[src/rtl/stage_2_id_bypass_pkg.sv]
// Shared definitions for the ID stage with operand bypass: bus widths, field
// offsets, alu_op bit positions and primary opcodes of the LA32 subset.
package stage_2_id_bypass_pkg;

   localparam int IF_BUS_W = 64;
   localparam int ID_BUS_W = 117;

   localparam int ALU_ADD  = 0;
   localparam int ALU_SUB  = 1;
   localparam int ALU_SLT  = 2;
   localparam int ALU_SLTU = 3;
   localparam int ALU_AND  = 4;
   localparam int ALU_NOR  = 5;
   localparam int ALU_OR   = 6;
   localparam int ALU_XOR  = 7;
   localparam int ALU_SLL  = 8;
   localparam int ALU_SRL  = 9;
   localparam int ALU_SRA  = 10;
   localparam int ALU_LUI  = 11;

   localparam int BUS_PC_LSB     = 0;
   localparam int BUS_MEM_EN     = 32;
   localparam int BUS_MEM_WE     = 33;
   localparam int BUS_ALU_OP_LSB = 34;
   localparam int BUS_SRC2_LSB   = 46;
   localparam int BUS_SRC1_LSB   = 78;
   localparam int BUS_RES_MEM    = 110;
   localparam int BUS_DEST_LSB   = 111;
   localparam int BUS_RF_WE      = 116;

   localparam logic [5:0] OP_LU12I = 6'h05;
   localparam logic [5:0] OP_MEM   = 6'h0a;
   localparam logic [5:0] OP_JIRL  = 6'h13;
   localparam logic [5:0] OP_B     = 6'h14;
   localparam logic [5:0] OP_BL    = 6'h15;
   localparam logic [5:0] OP_BEQ   = 6'h16;
   localparam logic [5:0] OP_BNE   = 6'h17;

   // Field order matches the EX stage's unpacking, msb first.
   typedef struct packed {
      logic        rf_we;
      logic [4:0]  dest;
      logic        res_from_mem;
      logic [31:0] alu_src1;
      logic [31:0] alu_src2;
      logic [11:0] alu_op;
      logic        mem_we;
      logic        mem_en;
      logic [31:0] pc;
   } id_bus_t;

endpackage

[src/rtl/stage_2_id_bypass_dec.sv]
// One-hot opcode field decoders shared by the ID stage.
module decoder_6_64 (
   input  logic [5:0]  in,
   output logic [63:0] out
);
   always_comb for (int i = 0; i < 64; i++) out[i] = (in == 6'(i));
endmodule

module decoder_4_16 (
   input  logic [3:0]  in,
   output logic [15:0] out
);
   always_comb for (int i = 0; i < 16; i++) out[i] = (in == 4'(i));
endmodule

module decoder_2_4 (
   input  logic [1:0] in,
   output logic [3:0] out
);
   always_comb for (int i = 0; i < 4; i++) out[i] = (in == 2'(i));
endmodule

module decoder_5_32 (
   input  logic [4:0]  in,
   output logic [31:0] out
);
   always_comb for (int i = 0; i < 32; i++) out[i] = (in == 5'(i));
endmodule

[src/rtl/stage_2_id_bypass_hazard.sv]
// Per-source hazard check against downstream writers; lowest index is youngest.
// ID_FORWARD_EN selects forwarding of ready results instead of stalling on every hit.
module id_hazard_unit #(
   parameter int NUM_BYP = 3
) (
   input  logic [4:0]           src,
   input  logic                 src_used,
   input  logic [NUM_BYP-1:0]   byp_we,
   input  logic [5*NUM_BYP-1:0] byp_dest,
   input  logic [NUM_BYP-1:0]   byp_ready,
   input  logic [32*NUM_BYP-1:0] byp_data,
   input  logic [31:0]          rf_rdata,
   output logic [31:0]          value,
   output logic                 stall
);
   logic        hit_found;
   logic        hit_ready;
   logic [31:0] hit_data;

   // r0 is hardwired zero, so a writer targeting it never creates a hazard.
   always_comb begin
      hit_found = 1'b0;
      hit_ready = 1'b0;
      hit_data  = '0;
      for (int k = 0; k < NUM_BYP; k++) begin
         if (!hit_found && src_used && (src != 5'd0) && byp_we[k] &&
             (byp_dest[5*k +: 5] == src)) begin
            hit_found = 1'b1;
            hit_ready = byp_ready[k];
            hit_data  = byp_data[32*k +: 32];
         end
      end
   end

`ifdef ID_FORWARD_EN
   assign stall = hit_found & ~hit_ready;
   assign value = (hit_found & hit_ready) ? hit_data : rf_rdata;
`else
   logic unused_byp;
   assign stall      = hit_found;
   assign value      = rf_rdata;
   assign unused_byp = ^{hit_ready, hit_data};
`endif

endmodule

[src/rtl/stage_2_id_bypass.sv]
// ID stage: decodes the LA32 subset, resolves branches and checks operand hazards.
// Define ID_FORWARD_EN to forward ready downstream results instead of stalling.
module stage_2_id_bypass
   import stage_2_id_bypass_pkg::*;
#(
   parameter int          NUM_BYP          = 3,
   parameter logic [63:0] PC_RESET_PAYLOAD = 64'h0
) (
   input  logic                  clk,
   input  logic                  reset,
   input  logic                  valid_1,
   output logic                  allow_2,
   output logic                  valid_2,
   input  logic                  allow_3,
   input  logic [IF_BUS_W-1:0]   stage_1_to_2,
   output logic                  br_taken,
   output logic [31:0]           br_target,
   output logic [ID_BUS_W-1:0]   stage_2_to_3,
   output logic [31:0]           memory_write_data,
   output logic [4:0]            rf_raddr1,
   output logic [4:0]            rf_raddr2,
   input  logic [31:0]           rf_rdata1,
   input  logic [31:0]           rf_rdata2,
   input  logic [NUM_BYP-1:0]    byp_we,
   input  logic [5*NUM_BYP-1:0]  byp_dest,
   input  logic [NUM_BYP-1:0]    byp_ready,
   input  logic [32*NUM_BYP-1:0] byp_data
);
   logic [63:0] payload_q, payload_d;
   logic        valid_q, valid_d;
   logic [31:0] inst, pc;
   logic [63:0] op_31_26_d;
   logic [15:0] op_25_22_d;
   logic [3:0]  op_21_20_d;
   logic [31:0] op_19_15_d;
   logic        unused_dec;

   assign {inst, pc} = payload_q;

   decoder_6_64 u_dec_31_26 (.in(inst[31:26]), .out(op_31_26_d));
   decoder_4_16 u_dec_25_22 (.in(inst[25:22]), .out(op_25_22_d));
   decoder_2_4  u_dec_21_20 (.in(inst[21:20]), .out(op_21_20_d));
   decoder_5_32 u_dec_19_15 (.in(inst[19:15]), .out(op_19_15_d));
   assign unused_dec = ^{op_31_26_d, op_25_22_d, op_21_20_d, op_19_15_d};

   logic rr_grp, sh_grp;
   logic inst_add_w, inst_sub_w, inst_slt, inst_sltu, inst_nor, inst_and, inst_or, inst_xor;
   logic inst_slli_w, inst_srli_w, inst_srai_w, inst_addi_w, inst_ld_w, inst_st_w;
   logic inst_jirl, inst_b, inst_bl, inst_beq, inst_bne, inst_lu12i_w;

   assign rr_grp       = op_31_26_d[0] & op_25_22_d[0] & op_21_20_d[1];
   assign sh_grp       = op_31_26_d[0] & op_25_22_d[1] & op_21_20_d[0];
   assign inst_add_w   = rr_grp & op_19_15_d[5'h00];
   assign inst_sub_w   = rr_grp & op_19_15_d[5'h02];
   assign inst_slt     = rr_grp & op_19_15_d[5'h04];
   assign inst_sltu    = rr_grp & op_19_15_d[5'h05];
   assign inst_nor     = rr_grp & op_19_15_d[5'h08];
   assign inst_and     = rr_grp & op_19_15_d[5'h09];
   assign inst_or      = rr_grp & op_19_15_d[5'h0a];
   assign inst_xor     = rr_grp & op_19_15_d[5'h0b];
   assign inst_slli_w  = sh_grp & op_19_15_d[5'h01];
   assign inst_srli_w  = sh_grp & op_19_15_d[5'h09];
   assign inst_srai_w  = sh_grp & op_19_15_d[5'h11];
   assign inst_addi_w  = op_31_26_d[0] & op_25_22_d[4'ha];
   assign inst_ld_w    = op_31_26_d[OP_MEM] & op_25_22_d[4'h2];
   assign inst_st_w    = op_31_26_d[OP_MEM] & op_25_22_d[4'h6];
   assign inst_jirl    = op_31_26_d[OP_JIRL];
   assign inst_b       = op_31_26_d[OP_B];
   assign inst_bl      = op_31_26_d[OP_BL];
   assign inst_beq     = op_31_26_d[OP_BEQ];
   assign inst_bne     = op_31_26_d[OP_BNE];
   assign inst_lu12i_w = op_31_26_d[OP_LU12I] & ~inst[25];

   logic [11:0] alu_op;
   logic        src_reg_is_rd, src1_is_pc, src2_is_imm, src2_is_4, gr_we, use_rj, use_rkd;
   logic [31:0] imm, br_offs, jirl_offs;

   assign alu_op[ALU_ADD]  = inst_add_w | inst_addi_w | inst_ld_w | inst_st_w | inst_jirl | inst_bl;
   assign alu_op[ALU_SUB]  = inst_sub_w;
   assign alu_op[ALU_SLT]  = inst_slt;
   assign alu_op[ALU_SLTU] = inst_sltu;
   assign alu_op[ALU_AND]  = inst_and;
   assign alu_op[ALU_NOR]  = inst_nor;
   assign alu_op[ALU_OR]   = inst_or;
   assign alu_op[ALU_XOR]  = inst_xor;
   assign alu_op[ALU_SLL]  = inst_slli_w;
   assign alu_op[ALU_SRL]  = inst_srli_w;
   assign alu_op[ALU_SRA]  = inst_srai_w;
   assign alu_op[ALU_LUI]  = inst_lu12i_w;

   assign src_reg_is_rd = inst_beq | inst_bne | inst_st_w;
   assign src1_is_pc    = inst_jirl | inst_bl;
   assign src2_is_4     = inst_jirl | inst_bl;
   assign src2_is_imm   = inst_slli_w | inst_srli_w | inst_srai_w | inst_addi_w | inst_ld_w |
                          inst_st_w | inst_lu12i_w | inst_jirl | inst_bl;
   assign gr_we         = ~inst_st_w & ~inst_beq & ~inst_bne & ~inst_b;
   assign use_rj        = ~(inst_lu12i_w | inst_b | inst_bl);
   assign use_rkd       = inst_add_w | inst_sub_w | inst_slt | inst_sltu | inst_nor | inst_and |
                          inst_or | inst_xor | inst_beq | inst_bne | inst_st_w;

   assign imm       = src2_is_4 ? 32'h4 :
                      inst_lu12i_w ? {inst[24:5], 12'b0} : {{20{inst[21]}}, inst[21:10]};
   assign jirl_offs = {{14{inst[25]}}, inst[25:10], 2'b0};
   assign br_offs   = (inst_b | inst_bl) ? {{4{inst[9]}}, inst[9:0], inst[25:10], 2'b0} : jirl_offs;

   assign rf_raddr1 = inst[9:5];
   assign rf_raddr2 = src_reg_is_rd ? inst[4:0] : inst[14:10];

   logic [31:0] rj_value, rkd_value;
   logic        stall_rj, stall_rkd, ready_go, br_cond;

   id_hazard_unit #(.NUM_BYP(NUM_BYP)) u_haz_rj (
      .src(rf_raddr1), .src_used(use_rj), .byp_we(byp_we), .byp_dest(byp_dest),
      .byp_ready(byp_ready), .byp_data(byp_data), .rf_rdata(rf_rdata1),
      .value(rj_value), .stall(stall_rj)
   );

   id_hazard_unit #(.NUM_BYP(NUM_BYP)) u_haz_rkd (
      .src(rf_raddr2), .src_used(use_rkd), .byp_we(byp_we), .byp_dest(byp_dest),
      .byp_ready(byp_ready), .byp_data(byp_data), .rf_rdata(rf_rdata2),
      .value(rkd_value), .stall(stall_rkd)
   );

   assign ready_go  = ~stall_rj & ~stall_rkd;
   assign valid_2   = valid_q & ready_go;
   assign allow_2   = ~valid_q | (ready_go & allow_3);
   assign br_cond   = (inst_beq & (rj_value == rkd_value)) | (inst_bne & (rj_value != rkd_value)) |
                      inst_jirl | inst_b | inst_bl;
   // Reset gating keeps a branch being flushed from redirecting fetch.
   assign br_taken  = ~reset & valid_q & ready_go & allow_3 & br_cond;
   assign br_target = inst_jirl ? (rj_value + jirl_offs) : (pc + br_offs);
   assign memory_write_data = rkd_value;

   id_bus_t bus;

   always_comb begin
      bus              = '0;
      bus.rf_we        = gr_we;
      bus.dest         = inst_bl ? 5'd1 : inst[4:0];
      bus.res_from_mem = inst_ld_w;
      bus.alu_src1     = src1_is_pc ? pc : rj_value;
      bus.alu_src2     = src2_is_imm ? imm : rkd_value;
      bus.alu_op       = alu_op;
      bus.mem_we       = inst_st_w;
      bus.mem_en       = inst_ld_w | inst_st_w;
      bus.pc           = pc;
   end

   assign stage_2_to_3 = bus;

   // A fetch accepted while a branch redirects is on the wrong path and enters invalid.
   always_comb begin
      payload_d = payload_q;
      valid_d   = valid_q;
      if (valid_1 && allow_2) begin
         payload_d = stage_1_to_2;
         valid_d   = ~br_taken;
      end else if (valid_2 && allow_3) begin
         valid_d   = 1'b0;
      end
   end

   always_ff @(posedge clk) begin
      if (reset) begin
         payload_q <= PC_RESET_PAYLOAD;
         valid_q   <= 1'b0;
      end else begin
         payload_q <= payload_d;
         valid_q   <= valid_d;
      end
   end

endmodule
[config.mk]
export PLATFORM = sky130hd
export DESIGN_NAME = stage_2_id_bypass
export DESIGN_NICKNAME = d
export VERILOG_FILES = /design/src/rtl/stage_2_id_bypass_pkg.sv /design/src/rtl/stage_2_id_bypass_dec.sv /design/src/rtl/stage_2_id_bypass_hazard.sv /design/src/rtl/stage_2_id_bypass.sv
export SDC_FILE = /design/constraint.sdc
export NUM_CORES = 1
export LEC_CHECK = 0
export ABC_AREA = 1
export BUFFER_PORTS_ARGS = -buffer_cell sky130_fd_sc_hd__buf_2
export CAP_MARGIN = 10
export CORE_ASPECT_RATIO = 1.5
export CORE_MARGIN = 2
export CORE_UTILIZATION = 25
export CTS_CLUSTER_SIZE = 16
export DETAILED_ROUTE_END_ITERATION = 10
export HOLD_SLACK_MARGIN = 0.15
export PLACE_DENSITY = 0.57
export RECOVER_POWER = 25
export SLEW_MARGIN = 30
export SYNTH_ARGS = -nofsm -noshare
export SYNTH_HDL_FRONTEND = slang
export SYNTH_HIERARCHICAL = 1
export SYNTH_SLANG_ARGS = --single-unit
[constraint.sdc]
create_clock -name clk -period 4.3 [get_ports clk]
set_input_delay 0.215 -clock clk [delete_from_list [all_inputs] [get_ports clk]]
set_output_delay 0.215 -clock clk [all_outputs]
set_load 0.05 [all_outputs]
Yosys cells after proc, flatten, opt, wreduce, memory -nomap -nowiden
Index checks and enable logic that the tools add are counted.
{"block": "op_classes", "addsub": 2, "bitwise": 77, "eq_ne": 29, "n_reduce_logical": 35, "muxes": 16}
{"cell": "$mux 32", "count": 6}
{"cell": "$add 32x32->32", "count": 2}
{"cell": "$or 1x1->1", "count": 35}
{"cell": "$eq 32x32->1", "count": 1}
{"cell": "$ne 32x32->1", "count": 1}
{"cell": "$and 1x1->1", "count": 31}
{"cell": "$eq 5x5->1", "count": 6}
{"cell": "$eq 6x5->1 const B", "count": 5}
{"cell": "$logic_and 1x1->1", "count": 24}
{"cell": "$eq 5x4->1 const B", "count": 4}
{"cell": "$not 1->1", "count": 11}
{"cell": "$eq 5x3->1 const B", "count": 2}
{"cell": "$mux 5", "count": 2}
{"cell": "$reduce_bool 5->1", "count": 2}
{"cell": "$mux 1", "count": 8}
{"cell": "$eq 6x3->1 const B", "count": 1}
{"cell": "$eq 6x4->1 const B", "count": 1}
{"cell": "$logic_not 6->1", "count": 1}
{"cell": "$eq 5x1->1 const B", "count": 1}
{"cell": "$eq 5x2->1 const B", "count": 1}
{"cell": "$eq 5x5->1 const B", "count": 1}
{"cell": "$logic_not 5->1", "count": 1}
{"cell": "$eq 4x1->1 const B", "count": 1}
{"cell": "$eq 4x2->1 const B", "count": 1}
{"cell": "7 further kinds", "count": 10}
{"block": "totals", "ff_bits": 65, "input_bits": 249}

Logic depth before layout (Yosys ltp)
Gate-level depths: netlist (run 1).
{"block": "depth", "ltp_word": 37, "ltp_mapped": 25, "depth_no_buf": 23}

Cells and area by module
Netlist (run 1), hierarchy kept.
{"module": "stage_2_id_bypass", "n_inst": 1, "area_each_um2": 8465.6, "cells_per_inst": 1506}
{"module": "id_hazard_unit", "n_inst": 2, "area_each_um2": 556.8, "cells_per_inst": 114}
{"module": "decoder_6_64", "n_inst": 1, "area_each_um2": 412.9, "cells_per_inst": 104}
{"module": "decoder_5_32", "n_inst": 1, "area_each_um2": 269.0, "cells_per_inst": 65}
{"module": "decoder_4_16", "n_inst": 1, "area_each_um2": 105.1, "cells_per_inst": 28}
{"module": "decoder_2_4", "n_inst": 1, "area_each_um2": 26.3, "cells_per_inst": 7}

Least setup slack after synthesis (run 1)
OpenSTA, ideal clock, no wires.
{"block": "synth_timing", "path_type": "register to register", "from": "reg payload_q[57]", "to": "reg payload_q[57]", "setup_ns": 0.070, "path_buffers": 3, "stages_incl_launch_ff": 24, "arrival_ns": 4.749, "slack_ns": -0.519, "synth_period_minus_slack_ns": 4.819, "cell_sequence": "dfxtp_1 -> inv_1 -> nand2_1 -> nor2_1 -> nand2_1 -> nand2_1 -> clkbuf_1 -> o21ai_0 -> inv_1 -> nand2_1 -> nand2_1 -> nor2_1 -> nand3_1 -> nand3_1 -> nand2_1 -> inv_1 -> nor2_1 -> nand2_1 -> nand2_1 -> nand2_1 -> buf_2 -> clkbuf_1 -> nand2_1 -> a21oi_1"}
{"block": "synth_via", "elab_cells_between_ends": 72, "classes_between": "4 x eq/ne; 7 x mux; 32 x bitwise; 29 x reduce/logical"}
{"element": "start: declaration", "line": "stage_2_id_bypass.sv:29", "text": "logic [63:0] payload_q, payload_d;"}
{"element": "start signal: assignment", "line": "stage_2_id_bypass.sv:168", "text": "payload_q <= payload_d;"}
{"element": "$eq 4x3->1 *", "line": "stage_2_id_bypass_dec.sv:13", "text": "always_comb for (int i = 0; i < 16; i++) out[i] = (in == 4'(i));"}
{"element": "via op_25_22_d[6]", "line": "stage_2_id_bypass.sv:33", "text": "logic [15:0] op_25_22_d;"}
{"element": "$and 1x1->1 *", "line": "stage_2_id_bypass.sv:66", "text": "assign inst_st_w = op_31_26_d[OP_MEM] & op_25_22_d[4'h6];"}
{"element": "$or 1x1->1 *", "line": "stage_2_id_bypass.sv:91", "text": "assign src_reg_is_rd = inst_beq | inst_bne | inst_st_w;"}
{"element": "$mux 5 *", "line": "stage_2_id_bypass.sv:107", "text": "assign rf_raddr2 = src_reg_is_rd ? inst[4:0] : inst[14:10];"}
{"element": "via rf_raddr2[2]", "line": "stage_2_id_bypass.sv:21", "text": "output logic [4:0] rf_raddr2,"}
{"element": "$reduce_bool 5->1", "line": "stage_2_id_bypass_hazard.sv:26", "text": "if (!hit_found && src_used && (src != 5'd0) && byp_we[k] &&"}
{"element": "$logic_and 1x1->1 (3 in a row)", "line": "stage_2_id_bypass_hazard.sv:26"}
{"element": "(+12 left out)"}
{"element": "$mux 1 *", "line": "stage_2_id_bypass_hazard.sv:26"}
{"element": "via stall_rkd", "line": "stage_2_id_bypass.sv:110", "text": "logic stall_rj, stall_rkd, ready_go, br_cond;"}
{"element": "$not 1->1 *", "line": "stage_2_id_bypass.sv:124", "text": "assign ready_go = ~stall_rj & ~stall_rkd;"}
{"element": "$and 1x1->1 *", "line": "stage_2_id_bypass.sv:124"}
{"element": "$and 1x1->1 *", "line": "stage_2_id_bypass.sv:126", "text": "assign allow_2 = ~valid_q | (ready_go & allow_3);"}
{"element": "$or 1x1->1 *", "line": "stage_2_id_bypass.sv:126"}
{"element": "via allow_2", "line": "stage_2_id_bypass.sv:12", "text": "output logic allow_2,"}
{"element": "$logic_and 1x1->1 *", "line": "stage_2_id_bypass.sv:155", "text": "if (valid_1 && allow_2) begin"}
Mark *: on every way through the listed nets, which the timed path passes. The rest lies on a longest branch.
A chain may end at the register's enable or synchronous reset.

Worst setup path after layout (run 1)
{"block": "layout_timing", "from": "reg payload_q[60]", "to": "out br_target[29]"}
{"block": "layout_via", "elab_chain_cells": 5, "elab_cells_between_ends": 7, "classes_between": "1 x add/sub; 3 x eq/ne; 2 x mux; 1 x bitwise"}
{"element": "$eq 6x5->1", "line": "stage_2_id_bypass_dec.sv:6", "text": "always_comb for (int i = 0; i < 64; i++) out[i] = (in == 6'(i));"}
{"element": "via op_31_26_d[21]", "line": "stage_2_id_bypass.sv:32", "text": "logic [63:0] op_31_26_d;"}
{"element": "$or 1x1->1", "line": "stage_2_id_bypass.sv:104", "text": "assign br_offs = (inst_b | inst_bl) ? {{4{inst[9]}}, inst[9:0], inst[25:10], 2'b0} : jirl_offs;"}
{"element": "$mux 32", "line": "stage_2_id_bypass.sv:104"}
{"element": "$add 32x32->32", "line": "stage_2_id_bypass.sv:131", "text": "assign br_target = inst_jirl ? (rj_value + jirl_offs) : (pc + br_offs);"}
{"element": "$mux 32", "line": "stage_2_id_bypass.sv:131"}
{"element": "end: declaration", "line": "stage_2_id_bypass.sv:17", "text": "output logic [31:0] br_target,"}
The timed path passes the listed nets, and every way through them passes these cells.

==> out/metrics.csv, run 1 <==
metric;value;unit
Synth warnings;6;
period utilisation layout;90.9;%
largest net degree at the start of global routing;67;
max-cap violations;0;
clk root buf;clkbuf_16;
CP Class;reg2out;
layout cells sized above 1;16.8;%
Final Wtd Congestion;0.956;
DR vias;12800;
Final Hold Slack;181;ps
syn_nets;2132;
vias per std cell;4.93;
Pwr Total;3.04;mW
Arr. time, crit path;3700;ps
worst hold-check path type;in2reg;
P_leak;6.27;nW
Die H;248;um
worst setup path startpoint;payload_q[60];
H-tree depth;3;
Clock transition at path regs;50;ps
Final Hold Violating Endpoints;0;
Post-Syn Area;9930;um2
post-detailed-placement half-perimeter wirelength;46.4;mm
worst-case clock buffer depth;2;
Tot GR Track Use;25.4;%
dpl cell area;11300;um2
setup TNS;0;ps
cells after synthesis;1819;
# DRC;0;
die span in x;167;um
Port Buffer Count;343;
CTS tree;done;
initial antenna violation count;0;
Fmax;256;MHz
detailed-route wire length per cell;21.1;um
Initial DRC Count;979;
Final Skew;7.88;ps
Avg Cell Area, Syn;5.46;um2
first-pass GRT wire length;77.9;mm
clock sink count;65;
design area;12200;um2
Final Slew Violations;0;
gr ovfl total;0;
die area;41400;um2
Initial Utilization;25.3;%
CORE AREA;39300;um2
HP Start;stage_1_to_2[54];
Final Util;31.1;%
WP data required;4090;ps
worst vdd ir;0.358;mV
Initial DRT Pass Iterations;7;
Worst Setup Start Kind;flip-flop;
RR Startpoint;payload_q[59];
met3 GRT Util;3.10;%
Antenna Violating Nets Remaining;0;
Worst slew margin;45.6;%
site row count;89;
GR met2 Demand/Resource;47.2;%
synth-to-layout area growth;23.0;%
critical path peak fanout;10;
Num CTS Buffers;9;
final setup vio count;0;
busiest grt layer;met2;
Nets;2405;
vias in the first global route;12300;
routed wire length;54.9;mm
status;completed;
M1 GR Usage;28.0;%
clock period minus worst slack;3910;ps
Ports;443;
ant diodes;0;
clk_lat worst skew;360;ps
Slew @ Worst Pin;816;ps
power per cell area;249;nW/um2
CP Capture Type;output pin;
==> critical path: stages, from the launching register on <==
cell	delay, ps
dfxtp_1	390
inv_1	70
nor2_2	140
nand2_1	130
nor2_4	210
nor2_4	90
inv_4	120
nor2_4	80
a21oi_1	180
ha_1	360
a21oi_1	230
o21ai_0	150
a21oi_1	280
nor2_1	110
nor3_1	220
nand2_1	80
nand2_1	60
nand3_1	70
nand2_1	90
buf_2	270
==> cells in the final DEF, fill, tap and decap left out, types with 6 or more instances in the layout <==
master and count:
a211oi_1 9, a21oi_1 154, dfxtp_1 65, a21o_1 8, nand4_1 17, o211ai_1 19, nor2_1 210, buf_2 279
nand3b_1 6, nand2_1 581, xor2_1 8, clkbuf_16 9, nor2_4 7, nor2_2 7, inv_2 10, ha_1 62
nand3_1 76, inv_1 202, xnor2_1 11, o21ai_0 96, clkbuf_1 64, o21ai_1 41, nor3_1 18, dlygate4sd3_1 62
buf_4 18
==> final timing paths <==
path | endpoint | slack (ps) | cells past startpoint
setup reg to reg | payload_q[9] | 630 | 23
hold reg to reg | payload_q[63] | 470 | 2
setup / recovery | br_target[29] | 390 | 19
hold / removal | payload_q[54] | 180 | 3
==> where the power goes <==
part / leakage, nW / switching [mW] / internal (mW)
registers: 0.536 / 0.0850 / 0.641
clock network: 0.146 / 0.320 / 0.453
logic: 5.59 / 1.14 / 0.399
total: 6.27 / 1.54 / 1.49
==> cell type report <==
type	instances	area, um2
Clock buffer	9	225
Clock inverter	7	77.6
Fill cell	4504	27100
Inverter	214	806
Multi-Input combinational cell	1378	6770
Sequential cell	65	1300
Tap cell	500	626
Timing Repair Buffer	424	2410
==> layer usage <==
metal  wire length (um)  share of wire [%]
met2              27800                 51
met4               3150                5.7
met3               2800                5.1
met5                  0                  0
met1              21200                 39
==> flip-flops by register name, summed over array words and instances (netlist names) <==
signal and count:
payload_q 64, valid_q 1
==> per-stage QoR <==
stage	cells	setup WS (ps)
2_1_floorplan	1819	12.1
3_3_place_gp	2518	586
3_5_place_dp	2518	554
4_1_cts	2596	164
5_1_grt	2597	-1.10
6_report	2597	389
==> repair_timing <==
action / CTS / global route
endpoints found under the setup margin: 0 / 3
hold endpoints to repair: 62 / 0
hold buffers: 62 / 0
gates resized for setup: 0 / 3
buffers inserted: 0 / 0
No activity file was read; power rests on OpenSTA's default activity.
==> run 2: changes to the inputs <==
==> constraint.sdc (replaced) <==
create_clock -name clk -period 4.3 [get_ports clk]
set_input_delay 0.645 -clock clk [delete_from_list [all_inputs] [get_ports clk]]
set_output_delay 0.645 -clock clk [all_outputs]
set_load 0.05 [all_outputs]
==> run 2 against run 1 <==
Net effect: worst setup slack worse by 170 ps; cell area is 3.8% lower; core utilization shrank 1.2 points; highest routed layer unchanged; critical path type unchanged; first-iteration DRC count up 14%; combinational power hardly changed; hold slack better by 290 ps; total power fell by 0.68%; sequential power is 1% lower; cell count down 2.2%; maximum frequency shrank 4.3%.
==> out/metrics.csv, run 2 (synthesis gave the netlist of run 1 again) <==
metric;value;unit;change
status;completed;;
Fmax;245;MHz;-4.3%
r2r worst-path depth;24;;+4.3%
synth-to-layout area growth;18.3;%;
layout cells sized above 1;18.5;%;+1.7 points
Initial DRC Count;1118;;+14%
Final Slew Violations;0;;unchanged
Final Wtd Congestion;0.990;;+3.5%
worst hold-check path type;reg2reg;;
Place WS;384;ps;-170 ps
CTS tree;done;;
Final Hold Violating Endpoints;0;;unchanged
largest net degree at the start of global routing;74;;+10%
Hold Path Stages;2;;-1
CORE AREA;39300;um2;unchanged
Worst slew margin;36.8;%;-8.7 points
detailed-route wire length per cell;21.1;um;about the same
crit-path cells;inv_1 > nor2_2 > nand2_1 > nor2_2 > nor2_4 > inv_4 > nor2_4 > a21oi_2 > ha_1 > a21oi_1 > o21ai_0 > a21oi_1 > nand3_1 > a21oi_1 > o21ai_1 > nand2_1 > buf_4;;
Worst Setup Start Kind;flip-flop;;
setup TNS;0;ps;unchanged
Ports;443;;unchanged
clock sink count;65;;unchanged
CP Class;reg2out;;
initial antenna violation count;2;;+2
Tot GR Track Use;25.0;%;-0.48 points
Pwr Total;3.02;mW;-0.68%
leading registers by flop count;payload_q (64), valid_q (1);;
worst-case clock buffer depth;2;;unchanged
design area;11800;um2;-3.8%
Die H;248;um;unchanged
# DRC;0;;unchanged
Antenna Violating Nets Remaining;0;;unchanged
Nets;2346;;-2.5%
first-pass GRT wire length;76.2;mm;-2.1%
CP dominant cell by count;a21oi_1;;
Max stage delay cell, worst path;dfxtp_2;;
Port Buffer Count;343;;unchanged
max-cap violations;0;;unchanged
clock period minus worst slack;4080;ps;+174 ps
final setup vio count;0;;unchanged
max incr delay on CP;370;ps;-20 ps
Initial Utilization;25.3;%;unchanged
die span in x;167;um;unchanged
die area;41400;um2;unchanged
vias per std cell;4.93;;+0.13%
most frequent cells in the layout;579 x nand2_1, 270 x buf_2, 207 x nor2_1, 202 x inv_1, 144 x a21oi_1;;
max FFs per register;64;;unchanged
DR vias;12500;;-2.1%
gr ovfl total;0;;unchanged
Initial DRT Pass Iterations;6;;-1
site row count;89;;unchanged
vias in the first global route;11900;;-3.0%
Num CTS Buffers;9;;unchanged
P_leak;6.04;nW;-3.7%
post-detailed-placement half-perimeter wirelength;46.2;mm;-0.59%
Arr. time, crit path;3440;ps;-260 ps
Setup WS post-layout;215;ps;-174 ps
clk_lat worst skew;360;ps;about the same
H-tree depth;3;;unchanged
CP Capture Type;output pin;;
Clock transition at path regs;60;ps;about the same
largest register by flop count;payload_q;;
WP data required;3650;ps;-440 ps
power per cell area;257;nW/um2;+3.2%
worst vdd ir;0.320;mV;-11%
period utilisation layout;95.0;%;+4.0 points
Slew @ Worst Pin;947;ps;+131 ps
Final Skew;8.41;ps;+0.523 ps
most common cell after layout, fill and taps aside;nand2_1;;
dpl cell area;11400;um2;+0.54%
routed wire length;53.6;mm;-2.3%
clk root buf;clkbuf_16;;
critical path peak fanout;10;;unchanged
## run 2: power by group
part           switching, mW  internal, mW  total [mW]
combinational           1.14         0.376        1.52
sequential            0.0758         0.641       0.717
clock                  0.330         0.454       0.784
## run 2: final cells by class
cell class              instances  area (um2)
clock buffers                   9         225
fillers                      4596       27600
multi-input cells            1379        6860
inverters                     214         806
clock inverters                 7        77.6
flip-flops and latches         65        1300
diodes                          1        2.50
repair buffers                364        1850
well taps                     500         626
## run 2: what timing repair did
item | 4_1_cts | 5_1_grt
endpoints found under the hold margin | 0 | 0
pin swaps | 0 | 3
gates resized for setup | 2 | 33
setup endpoints to repair | 2 | 15
hold buffers | 0 | 0
gates cloned | 0 | 1
setup buffers | 0 | 2
## run 2: critical path: cells and delay by family (launching register included)
| family | cells | cell delay [ps] |
|---|---|---|
| adder cells (fa/ha/maj) | 1 | 280 |
| buffers and inverters | 3 | 420 |
| AO/OA/AOI/OAI | 6 | 1110 |
| AND/OR/NAND/NOR | 7 | 880 |
| flip-flops | 1 | 370 |
## run 2: final timing paths
check / to / start / slack (ps)
max: br_target[20] / payload_q[60] / 220
min reg2reg: payload_q[63] / payload_q[63] / 470
max reg2reg: payload_q[5] / payload_q[59] / 620
min: payload_q[63] / payload_q[63] / 470
## run 2: layer usage
metal / track usage, % / part of all wire [%]
met5: 0 / 0
met3: 2.56 / 5.7
met4: 12.7 / 5.4
met1: 27.9 / 38
met2: 46.9 / 51
## run 2: stage by stage
stage	std cells	hold WS [ps]	util [%]
floorplan	1819	444	-
global placement	2519	453	29.0
detailed placement	2519	461	29.0
CTS	2535	470	29.8
global route	2539	480	29.9
finish	2539	469	29.9
